**src/rtl/alu_issue_reg.sv**
```systemverilog
// Decode-to-execute issue register: a main entry plus one skid entry, so decode
// can hand over one op per cycle while id_ready still comes straight from a flop.
module alu_issue_reg #(
    parameter int N  = 32,
    parameter int RW = 4,
    parameter int CW = 16
) (
    input  logic          clk,
    input  logic          rst,
    input  logic          id_valid,
    output logic          id_ready,
    input  logic [4:0]    id_alu_ctrl,
    input  logic [N-1:0]  id_src_A,
    input  logic [N-1:0]  id_src_B,
    input  logic [RW-1:0] id_rd,
    input  logic          id_we,
    input  logic          flush,
    output logic          ex_valid,
    input  logic          ex_ready,
    output logic [4:0]    ex_alu_ctrl,
    output logic [N-1:0]  ex_src_A,
    output logic [N-1:0]  ex_src_B,
    output logic [RW-1:0] ex_rd,
    output logic          ex_we,
    output logic          ex_illegal,
    output logic [CW-1:0] issue_count
);

    // Payload layout: {alu_ctrl, src_A, src_B, rd, we, illegal}
    localparam int PW = 5 + N + N + RW + 2;

    logic          main_valid_q, main_valid_d;
    logic          skid_valid_q, skid_valid_d;
    logic [PW-1:0] main_pl_q, main_pl_d;
    logic [PW-1:0] skid_pl_q, skid_pl_d;
    logic [CW-1:0] count_q, count_d;

    logic          legal;
    logic          accept;
    logic          issue;
    logic [PW-1:0] in_pl;

    always_comb begin
        legal = 1'b0;
        case (id_alu_ctrl)
            5'd1, 5'd2, 5'd3, 5'd4, 5'd9, 5'd10, 5'd11, 5'd12: legal = 1'b1;
            default: legal = 1'b0;
        endcase
    end

    // Illegal codes keep their control and operands but never write back.
    assign in_pl  = {id_alu_ctrl, id_src_A, id_src_B, id_rd, id_we & legal, ~legal};
    assign accept = id_valid && id_ready && !flush;
    assign issue  = main_valid_q && ex_ready;

    always_comb begin
        main_valid_d = main_valid_q;
        skid_valid_d = skid_valid_q;
        main_pl_d    = main_pl_q;
        skid_pl_d    = skid_pl_q;
        count_d      = issue ? count_q + CW'(1) : count_q;

        if (flush) begin
            main_valid_d = 1'b0;
            skid_valid_d = 1'b0;
        end else if (!main_valid_q || ex_ready) begin
            if (skid_valid_q) begin
                main_pl_d    = skid_pl_q;
                skid_valid_d = accept;
                if (accept) begin
                    skid_pl_d = in_pl;
                end
            end else begin
                main_valid_d = accept;
                if (accept) begin
                    main_pl_d = in_pl;
                end
            end
        end else if (accept) begin
            // Main is stalled; id_ready guarantees the skid entry is free here.
            skid_pl_d    = in_pl;
            skid_valid_d = 1'b1;
        end
    end

    always_ff @(posedge clk or negedge rst) begin
        if (!rst) begin
            main_valid_q <= 1'b0;
            skid_valid_q <= 1'b0;
            main_pl_q    <= '0;
            skid_pl_q    <= '0;
            count_q      <= '0;
        end else begin
            main_valid_q <= main_valid_d;
            skid_valid_q <= skid_valid_d;
            main_pl_q    <= main_pl_d;
            skid_pl_q    <= skid_pl_d;
            count_q      <= count_d;
        end
    end

    assign id_ready    = !skid_valid_q;
    assign ex_valid    = main_valid_q;
    assign issue_count = count_q;
    assign {ex_alu_ctrl, ex_src_A, ex_src_B, ex_rd, ex_we, ex_illegal} = main_pl_q;

endmodule

```
**config.mk**
```make
export PLATFORM = sky130hd
export DESIGN_NAME = alu_issue_reg
export DESIGN_NICKNAME = d
export VERILOG_FILES = /design/src/rtl/alu_issue_reg.sv
export SDC_FILE = /design/constraint.sdc
export NUM_CORES = 1
export LEC_CHECK = 0
export ABC_AREA = 1
export CAP_MARGIN = 20
export CORE_MARGIN = 2
export CORE_UTILIZATION = 51
export CTS_BUF_LIST = sky130_fd_sc_hd__clkbuf_2 sky130_fd_sc_hd__clkbuf_4 sky130_fd_sc_hd__clkbuf_8
export CTS_CLUSTER_DIAMETER = 30
export DETAILED_ROUTE_END_ITERATION = 8
export PLACE_DENSITY = 0.94
export RECOVER_POWER = 25
export SETUP_SLACK_MARGIN = 0.02
export SKIP_CTS_REPAIR_TIMING = 1
export SKIP_LAST_GASP = 1
export SLEW_MARGIN = 20
export SYNTH_ARGS = -nofsm -noshare
export SYNTH_HDL_FRONTEND = slang
export SYNTH_SLANG_ARGS = --single-unit
```
**constraint.sdc**
```tcl
create_clock -name clk -period 1.5 [get_ports clk]
set_input_delay 0.225 -clock clk [delete_from_list [all_inputs] [get_ports clk]]
set_output_delay 0.225 -clock clk [all_outputs]
set_load 0.05 [all_outputs]
```
# Word-level counts from Yosys, hierarchy flattened
# Memories as Yosys holds them, arrays and structs flattened.
# Index checks and enable logic that the tools add are counted.
[classes] add_sub_neg=1 n_eq_ne=2 muxes=13 n_bitwise=3 reduce_logical=13
[ops] operator="75-bit 2-to-1 mux" count=5
[ops] operator="16-bit by 1-bit adder with 16-bit output, second input constant" count=1
[ops] operator="1-bit 2-to-1 mux" count=8
[ops] operator="2-bit != test, second input constant" count=2
[ops] operator="2-bit AND reduction" count=2
[ops] operator="2-bit nonzero test" count=2
[ops] operator="1-bit logical AND" count=3
[ops] operator="1-bit zero test" count=3
[ops] operator="3-bit AND reduction" count=1
[ops] operator="3-bit nonzero test" count=1
[ops] operator="1-bit NOT" count=2
[ops] operator="1-bit bitwise AND" count=1
[ops] operator="1-bit logical OR" count=1
[word_totals] regBits=168 mem_bits_ro=16 in_bits=79 out_inout_bits=93 elab_cells=38 mem_count=1
[memory_table] name="(name not given)" depth=16 word_bits=1 read_ports=1 rd_ports_with_merged_regs=0 wr=0 line_no="45" rtl="case (id_alu_ctrl)"

# Depth between registers and ports, before layout
# Gate-level depths: netlist (run 1).
[logic_depth] depth_word=6 ltp_mapped=9

# Least setup slack after synthesis (run 1)
# Ideal clock, no wire load.
[synth_path] path_type="flip-flop to flip-flop" from="register count_q[1] (netlist: issue_count[1])" to="register count_q[14] (netlist: issue_count[14])" setup_time_ps=113 t_arrival_ps=1583 t_required_ps=1387 slack_ps=-196 stages_incl_launch_ff=9 path_buffers=0 synth_period_minus_slack_ps=1696 path_cell_list="dfrtp_1 ha_1 nand3_1 nor2_2 nand2_1 nor2_1 nand3_1 nand2_1 inv_1"
[synth_between] elab_chain_len=1
[synth_rtl] element="start, declared" line_no="36" rtl="logic [CW-1:0] count_q, count_d;"
[synth_rtl] element="start signal, assigned" line_no="98" rtl="count_q <= count_d;"
[synth_rtl] element="16-bit by 1-bit adder with 16-bit output" line_no="61" rtl="count_d = issue ? count_q + CW'(1) : count_q;"
# Every way passes these cells.
# A chain may end at the register's enable or synchronous reset.

# Worst setup path after layout (run 1)
[layout_path] from="register skid_valid_q" to="output port id_ready"
[layout_between] elab_chain_len=1
[layout_rtl] element="start, declared" line_no="33" rtl="logic skid_valid_q, skid_valid_d;"
[layout_rtl] element="start signal, assigned" line_no="95" rtl="skid_valid_q <= skid_valid_d;"
[layout_rtl] element="1-bit zero test" line_no="102" rtl="assign id_ready = !skid_valid_q;"
[layout_rtl] element="end, declared" line_no="11" rtl="output logic id_ready,"
# Every way passes these cells.

==> results.json, run 1 <==
{
  "grt_max_degree": 90,
  "ir_drop_mv": 0.652,
  "power_frac_clock_pct": 26.2,
  "cts_root_buf": "clkbuf_8",
  "place_inst": 1175,
  "leakagePower_uw": 0.00514,
  "swShare_pct": 34.3,
  "synthCells": 844,
  "power.density_nw_per_um2": 1330,
  "synth_edf_count": 0,
  "grt_pass1_vias": 6025,
  "violations": "setup timing",
  "worst_pin_slew_ps": 1020,
  "drt-initial-drc-count": 666,
  "cp_max_fo": 5,
  "syn_area_sq_um": 7190,
  "vias": 6327,
  "syn_nets": 924,
  "fmax_mhz": 645,
  "die_width_microns": 123,
  "synth_cell_types": 25,
  "cpMaxStageDelayCell": "dfrtp_1",
  "hold_viol_final": 0,
  "finalCritPeriodShare_pct": 103,
  "drt_wl_total_mm": 18.4,
  "finalNetCount": 1111,
  "yosys_warnings": 0,
  "fp.dieArea_sq_um": 15100,
  "routed_via_density": 5.16,
  "remaining_drc_errors": 0,
  "setup_viol": 3,
  "cp.required_ps": 1270,
  "critical_path_class": "reg -> out",
  "cts_buffers": 17,
  "core_sq_um": 13800,
  "port-buffer-count": 171,
  "grt-ovfl-total": 0,
  "status": "complete, but fails checks",
  "ios": 172,
  "arrival_ps": 1330,
  "fin_cells": 1225,
  "grt_pass1_wl_mm": 28.2,
  "drt-pass1-iter-count": 5,
  "clkSinkCount": 168,
  "slew_violations": 0,
  "fp.dieH_microns": 123,
  "ys.flop_type": "dfrtp_1",
  "ys_ff_latch": 168,
  "routabilityCongestion": 0.868,
  "grt.total_usage_pct": 24.0,
  "power.switching_uw": 4560,
  "crit_path_end_kind": "output pin",
  "maxSlewHeadroom_pct": 31.9,
  "rows": 43,
  "drive_above_1_share_pct": 18.3,
  "cts_buffer_depth": 2,
  "start_util_pct": 52.0,
  "synthToLayoutAreaGrowth_pct": 39.4,
  "path_clk_slew_ps": 90,
  "ant_nets": 0,
  "skew_ps": 10.4,
  "startpoint_type": "register",
  "clk_latency_ps": 440,
  "async_reset_ff_share_pct": 100,
  "ys_seq_area_share_pct": 58.5,
  "rsz0062_at_grt": "true",
  "antenna_found_initial": 1,
  "min_period_ps": 1550,
  "hold_class": "in -> reg",
  "utilization_pct": 72.5,
  "p_comb_share_pct": 29.0,
  "syn_area_per_cell_sq_um": 8.51,
  "critPathMaxStageDelay_ps": 420,
  "dp_hpwl_mm": 12.3,
  "post_drt_wl_per_cell_microns": 15.0,
  "drv_cap": 0,
  "crit_chain": "buf_6, inv_8, buf_16, buf_12",
  "layout_setup_ws_ps": -50.2,
  "p_seq_share_pct": 44.8,
  "htree_num_levels": 4,
  "cts_tree": "done",
  "p_int_uw": 8750
}
[power groups by stage]
stage	Sequential (uW)	Combinational (uW)	Clock [uW]
2_1_floorplan	7220	932	0
3_3_place_gp	5990	3650	0
3_5_place_dp	6040	3770	0
4_1_cts	5960	3780	3550
5_1_grt	6060	4150	3740
6_report	5970	3850	3490
[cells by family after synthesis]
| logic type | count (synthesis) | share of synthesized area (%) |
|---|---|---|
| XOR/XNOR | 9 | 1.10 |
| adder cells (fa/ha/maj) | 1 | 0.174 |
| AO/OA/AOI/OAI | 227 | 15.9 |
| flip-flops | 168 | 58.5 |
| buffers and inverters | 141 | 8.13 |
| AND/OR/NAND/NOR | 298 | 16.2 |
[cells in the final DEF (no fill, tap or decap), types with 2 or more instances in the layout]
| master | Yosys | layout |
|---|---|---|
| o21ai_1 | 65 | 65 |
| buf_4 | 2 | 95 |
| buf_12 | 0 | 36 |
| nor2_2 | 3 | 5 |
| nand3_1 | 8 | 8 |
| nand4_1 | 2 | 2 |
| nor2_4 | 1 | 3 |
| a21oi_1 | 3 | 3 |
| clkbuf_4 | 0 | 2 |
| clkinvlp_4 | 0 | 3 |
| clkbuf_8 | 0 | 18 |
| clkinv_4 | 0 | 2 |
| o21ai_0 | 157 | 157 |
| nand2_4 | 0 | 2 |
| bufinv_16 | 0 | 4 |
| inv_1 | 91 | 90 |
| nor3b_1 | 2 | 2 |
| clkbuf_16 | 0 | 3 |
| clkdlybuf4s50_1 | 0 | 77 |
| xnor2_1 | 3 | 3 |
| clkinv_2 | 0 | 3 |
| nor2_1 | 12 | 8 |
| xor2_1 | 6 | 6 |
| dfrtp_1 | 168 | 161 |
| dfrtp_2 | 0 | 7 |
| nand2_1 | 267 | 266 |
[cell type report]
type	instances	area, sq um
well taps	180	225
clock inverters	12	175
repair buffers	215	2330
diodes	1	2.50
flip-flops and latches	168	4210
fillers	943	3810
multi-input cells	536	2450
clock buffers	20	263
inverters	93	359
[sequential cells by signal (all words and copies together) (netlist names)]
register      count
issue_count      16
ex_valid          1
main_pl_q        75
skid_pl_q        75
skid_valid_q      1
[synthesized netlist by cell type (3+ instances only)]
cell type	number	area share (%)
nand2_1	267	14
dfrtp_1	168	59
o21ai_0	157	11
inv_1	91	4.8
o21ai_1	65	4.5
buf_2	32	2.2
clkbuf_1	13	0.68
nor2_1	12	0.63
nand3_1	8	0.56
xor2_1	6	0.73
a21oi_1	3	0.21
nor2_2	3	0.26
xnor2_1	3	0.37
[per-layer routing]
layer	GRT usage, %	part of all wire [%]	vias to the layer above
met2	40.3	51	228
met4	13.4	4.5	0
li1	-	-	3059
met5	0	0	-
met1	29.0	40	2980
met3	4.83	4.6	60
[worst max-delay path: cells and delay by family (launching register included)]
kind	cells	cell delay (ps)
buffers and inverters	4	470
flip-flops	1	420
[worst paths after layout]
path / start / end / slack (ps) / depth (start not counted)
max in group asynchronous: rst / ex_valid$_DFFE_PN0P_ / 190 / 3
setup / recovery: skid_valid_q$_DFFE_PN0P_ / id_ready / -50 / 4
min in group asynchronous: rst / main_pl_q[22]$_DFFE_PN0P_ / 530 / 2
setup reg to reg: skid_valid_q$_DFFE_PN0P_ / skid_pl_q[38]$_DFFE_PN0P_ / -20 / 8
hold reg to reg: skid_pl_q[72]$_DFFE_PN0P_ / skid_pl_q[72]$_DFFE_PN0P_ / 490 / 2
hold / removal: id_src_B[5] / skid_pl_q[11]$_DFFE_PN0P_ / 340 / 3
[metrics by stage]
| stage | setup TNS (ps) | setup WS (ps) | hold slack [ps] | total power [uW] | cell area, sq um |
|---|---|---|---|---|---|
| floorplan | -28.4 | -28.4 | -70.6 | 8150 | 7210 |
| global placement | -8210 | -119 | 159 | 9640 | 9360 |
| detailed placement | -16420 | -192 | 161 | 9810 | 9360 |
| CTS | -289 | -284 | -326 | 13300 | 9800 |
| global route | -1200 | -89.0 | 324 | 14000 | 10000 |
| finish | -78.1 | -50.2 | 343 | 13300 | 10000 |
No activity file was read; power rests on OpenSTA's default activity.
==> run 2: changes to the inputs <==
--- a/config.mk
+++ b/config.mk
@@ -9,9 +9,9 @@
 export CAP_MARGIN = 20
 export CORE_MARGIN = 2
-export CORE_UTILIZATION = 51
+export CORE_UTILIZATION = 55
 export CTS_BUF_LIST = sky130_fd_sc_hd__clkbuf_2 sky130_fd_sc_hd__clkbuf_4 sky130_fd_sc_hd__clkbuf_8
 export CTS_CLUSTER_DIAMETER = 30
 export DETAILED_ROUTE_END_ITERATION = 8
-export PLACE_DENSITY = 0.94
+export PLACE_DENSITY = 0.95
 export RECOVER_POWER = 25
 export SETUP_SLACK_MARGIN = 0.02
==> constraint.sdc (replaced) <==
create_clock -name clk -period 1.82 [get_ports clk]
set_input_delay 0.182 -clock clk [delete_from_list [all_inputs] [get_ports clk]]
set_output_delay 0.182 -clock clk [all_outputs]
set_load 0.05 [all_outputs]
==> results.json, run 2 (synthesis gave the netlist of run 1 again) <==
{
  "status": "finished, final reports clean",
  "antenna_found_initial": 0,
  "clk_latency_ps": 450,
  "dp_hpwl_mm": 11.8,
  "vias": 6169,
  "setup_viol": 0,
  "grt_max_degree": 55,
  "cts_root_buf": "clkbuf_8",
  "core_sq_um": 12700,
  "drt_wl_total_mm": 17.7,
  "cpMaxStageDelayCell": "dfrtp_2",
  "final_cell_area_sq_um": 9800,
  "ff_latch_area_sq_um": 4210,
  "critical_path_class": "reg -> out",
  "rrSetupSlack_ps": 300,
  "fmax_mhz": 601,
  "drv_cap": 0,
  "arrival_ps": 1480,
  "critPathMaxStageDelay_ps": 470,
  "ios": 172,
  "multiInputGateArea_sq_um": 2400,
  "fillCellCount": 821,
  "leakagePower_uw": 0.00588,
  "crit_chain": "clkinv_8, buf_4, buf_12",
  "hold_viol_final": 0,
  "utilization_pct": 77.3,
  "cts_buffers": 17,
  "grt.total_usage_pct": 25.1,
  "fin_tns_setup_ps": 0,
  "cp.required_ps": 1640,
  "ant_nets": 0,
  "die_width_microns": 118,
  "start_util_pct": 56.7,
  "place_inst": 1157,
  "drt-pass1-iter-count": 5,
  "htree_num_levels": 4,
  "startpoint_type": "register",
  "final_cell_mix": "nand2_1 (267), dfrtp_1 (167), o21ai_0 (157)",
  "num_antenna_cells": 0,
  "postPlaceCellArea_sq_um": 9180,
  "fin_cells": 1189,
  "power.density_nw_per_um2": 1060,
  "remaining_drc_errors": 0,
  "port-buffer-count": 171,
  "min_period_ps": 1660,
  "rsz0062_at_grt": "false",
  "grt_pass1_wl_mm": 28.0,
  "fp.dieH_microns": 118,
  "final_common_cell": "nand2_1",
  "finalNetCount": 1085,
  "worst_pin_slew_ps": 1000,
  "drt-initial-drc-count": 536,
  "post_drt_wl_per_cell_microns": 14.9,
  "slew_violations": 0,
  "synthToLayoutAreaGrowth_pct": 36.3,
  "skew_ps": 11.8,
  "drive_above_1_share_pct": 6.19,
  "grt_pass1_vias": 5894,
  "path_clk_slew_ps": 80,
  "cts_buffer_depth": 2,
  "crit_path_end_kind": "output pin",
  "grt-ovfl-total": 0,
  "routabilityCongestion": 0.826,
  "cts_tree": "done",
  "rows": 41,
  "hold_class": "in -> reg",
  "ir_drop_mv": 0.569,
  "cp_max_fo": 35,
  "routed_via_density": 5.19,
  "fp.dieArea_sq_um": 14000,
  "finalCritPeriodShare_pct": 91.5,
  "clkSinkCount": 168,
  "holdWs_ps": 283,
  "maxSlewHeadroom_pct": 33.2
}
[run 2: changes by cell type in the layout (fill, tap and decap cells not counted), moves of 3 or more]
cell / previous run / this run
clkbuf_8: 18 / 22
bufinv_16: 4 / 1
dfrtp_2: 7 / 1
buf_4: 95 / 9
clkinvlp_4: 3 / 0
dlymetal6s2s_1: 0 / 89
dfrtp_1: 161 / 167
clkbuf_4: 2 / 7
nor2_1: 8 / 12
buf_12: 36 / 12
clkbuf_16: 3 / 0
[run 2: layout make-up]
type                       count  area share, %
clock buffer                  29           3.63
clock inverter                 2          0.358
inverter                      93           3.72
multi-input combinational    535           24.5
sequential                   168           42.9
tap                          172           2.20
timing repair buffer         190           22.6
[run 2: worst max-delay path: cells and delay by family (launching register included)]
family,cells,cell delay [ps]
flops,1,470
buf+inv,3,550
[run 2: where the power goes]
part	leakage (uW)	switching, uW	internal (uW)
Sequential	0.00211	413	4430
Clock	0.000208	1240	1360
Combinational	0.00356	1930	1040
[run 2: stage by stage]
step | setup slack, ps | total power (uW)
after global routing | 82.7 | 10900
after CTS | -132 | 10500
final | 155 | 10400
after detailed placement | 88.3 | 7920
after floorplan | 124 | 6690
after global placement | 183 | 7780
[run 2: worst paths after layout]
path | startpoint | end | depth (start not counted)
worst min-delay path | id_src_B[31] | skid_pl_q[37]$_DFFE_PN0P_ | 3
worst max register to register | ex_valid$_DFFE_PN0P_ | issue_count[13]$_DFFE_PN0P_ | 7
max in group asynchronous | rst | skid_valid_q$_DFFE_PN0P_ | 3
worst min register to register | main_pl_q[72]$_DFFE_PN0P_ | main_pl_q[72]$_DFFE_PN0P_ | 2
worst max-delay path | skid_valid_q$_DFFE_PN0P_ | id_ready | 3
min in group asynchronous | rst | skid_pl_q[23]$_DFFE_PN0P_ | 2
[run 2: routing by layer]
| metal | part of all wire (%) | global-route usage, % |
|---|---|---|
| met5 | 0 | 0 |
| met4 | 4.7 | 13.7 |
| met3 | 5.2 | 5.94 |
| met2 | 50 | 41.1 |
| met1 | 41 | 30.7 |
==> run 3: changes to the inputs <==
Settings changed: SETUP_SLACK_MARGIN 0.02 to not set.
==> results of run 3 <==
Final layout, timing and power as in run 2 (identical DEF).
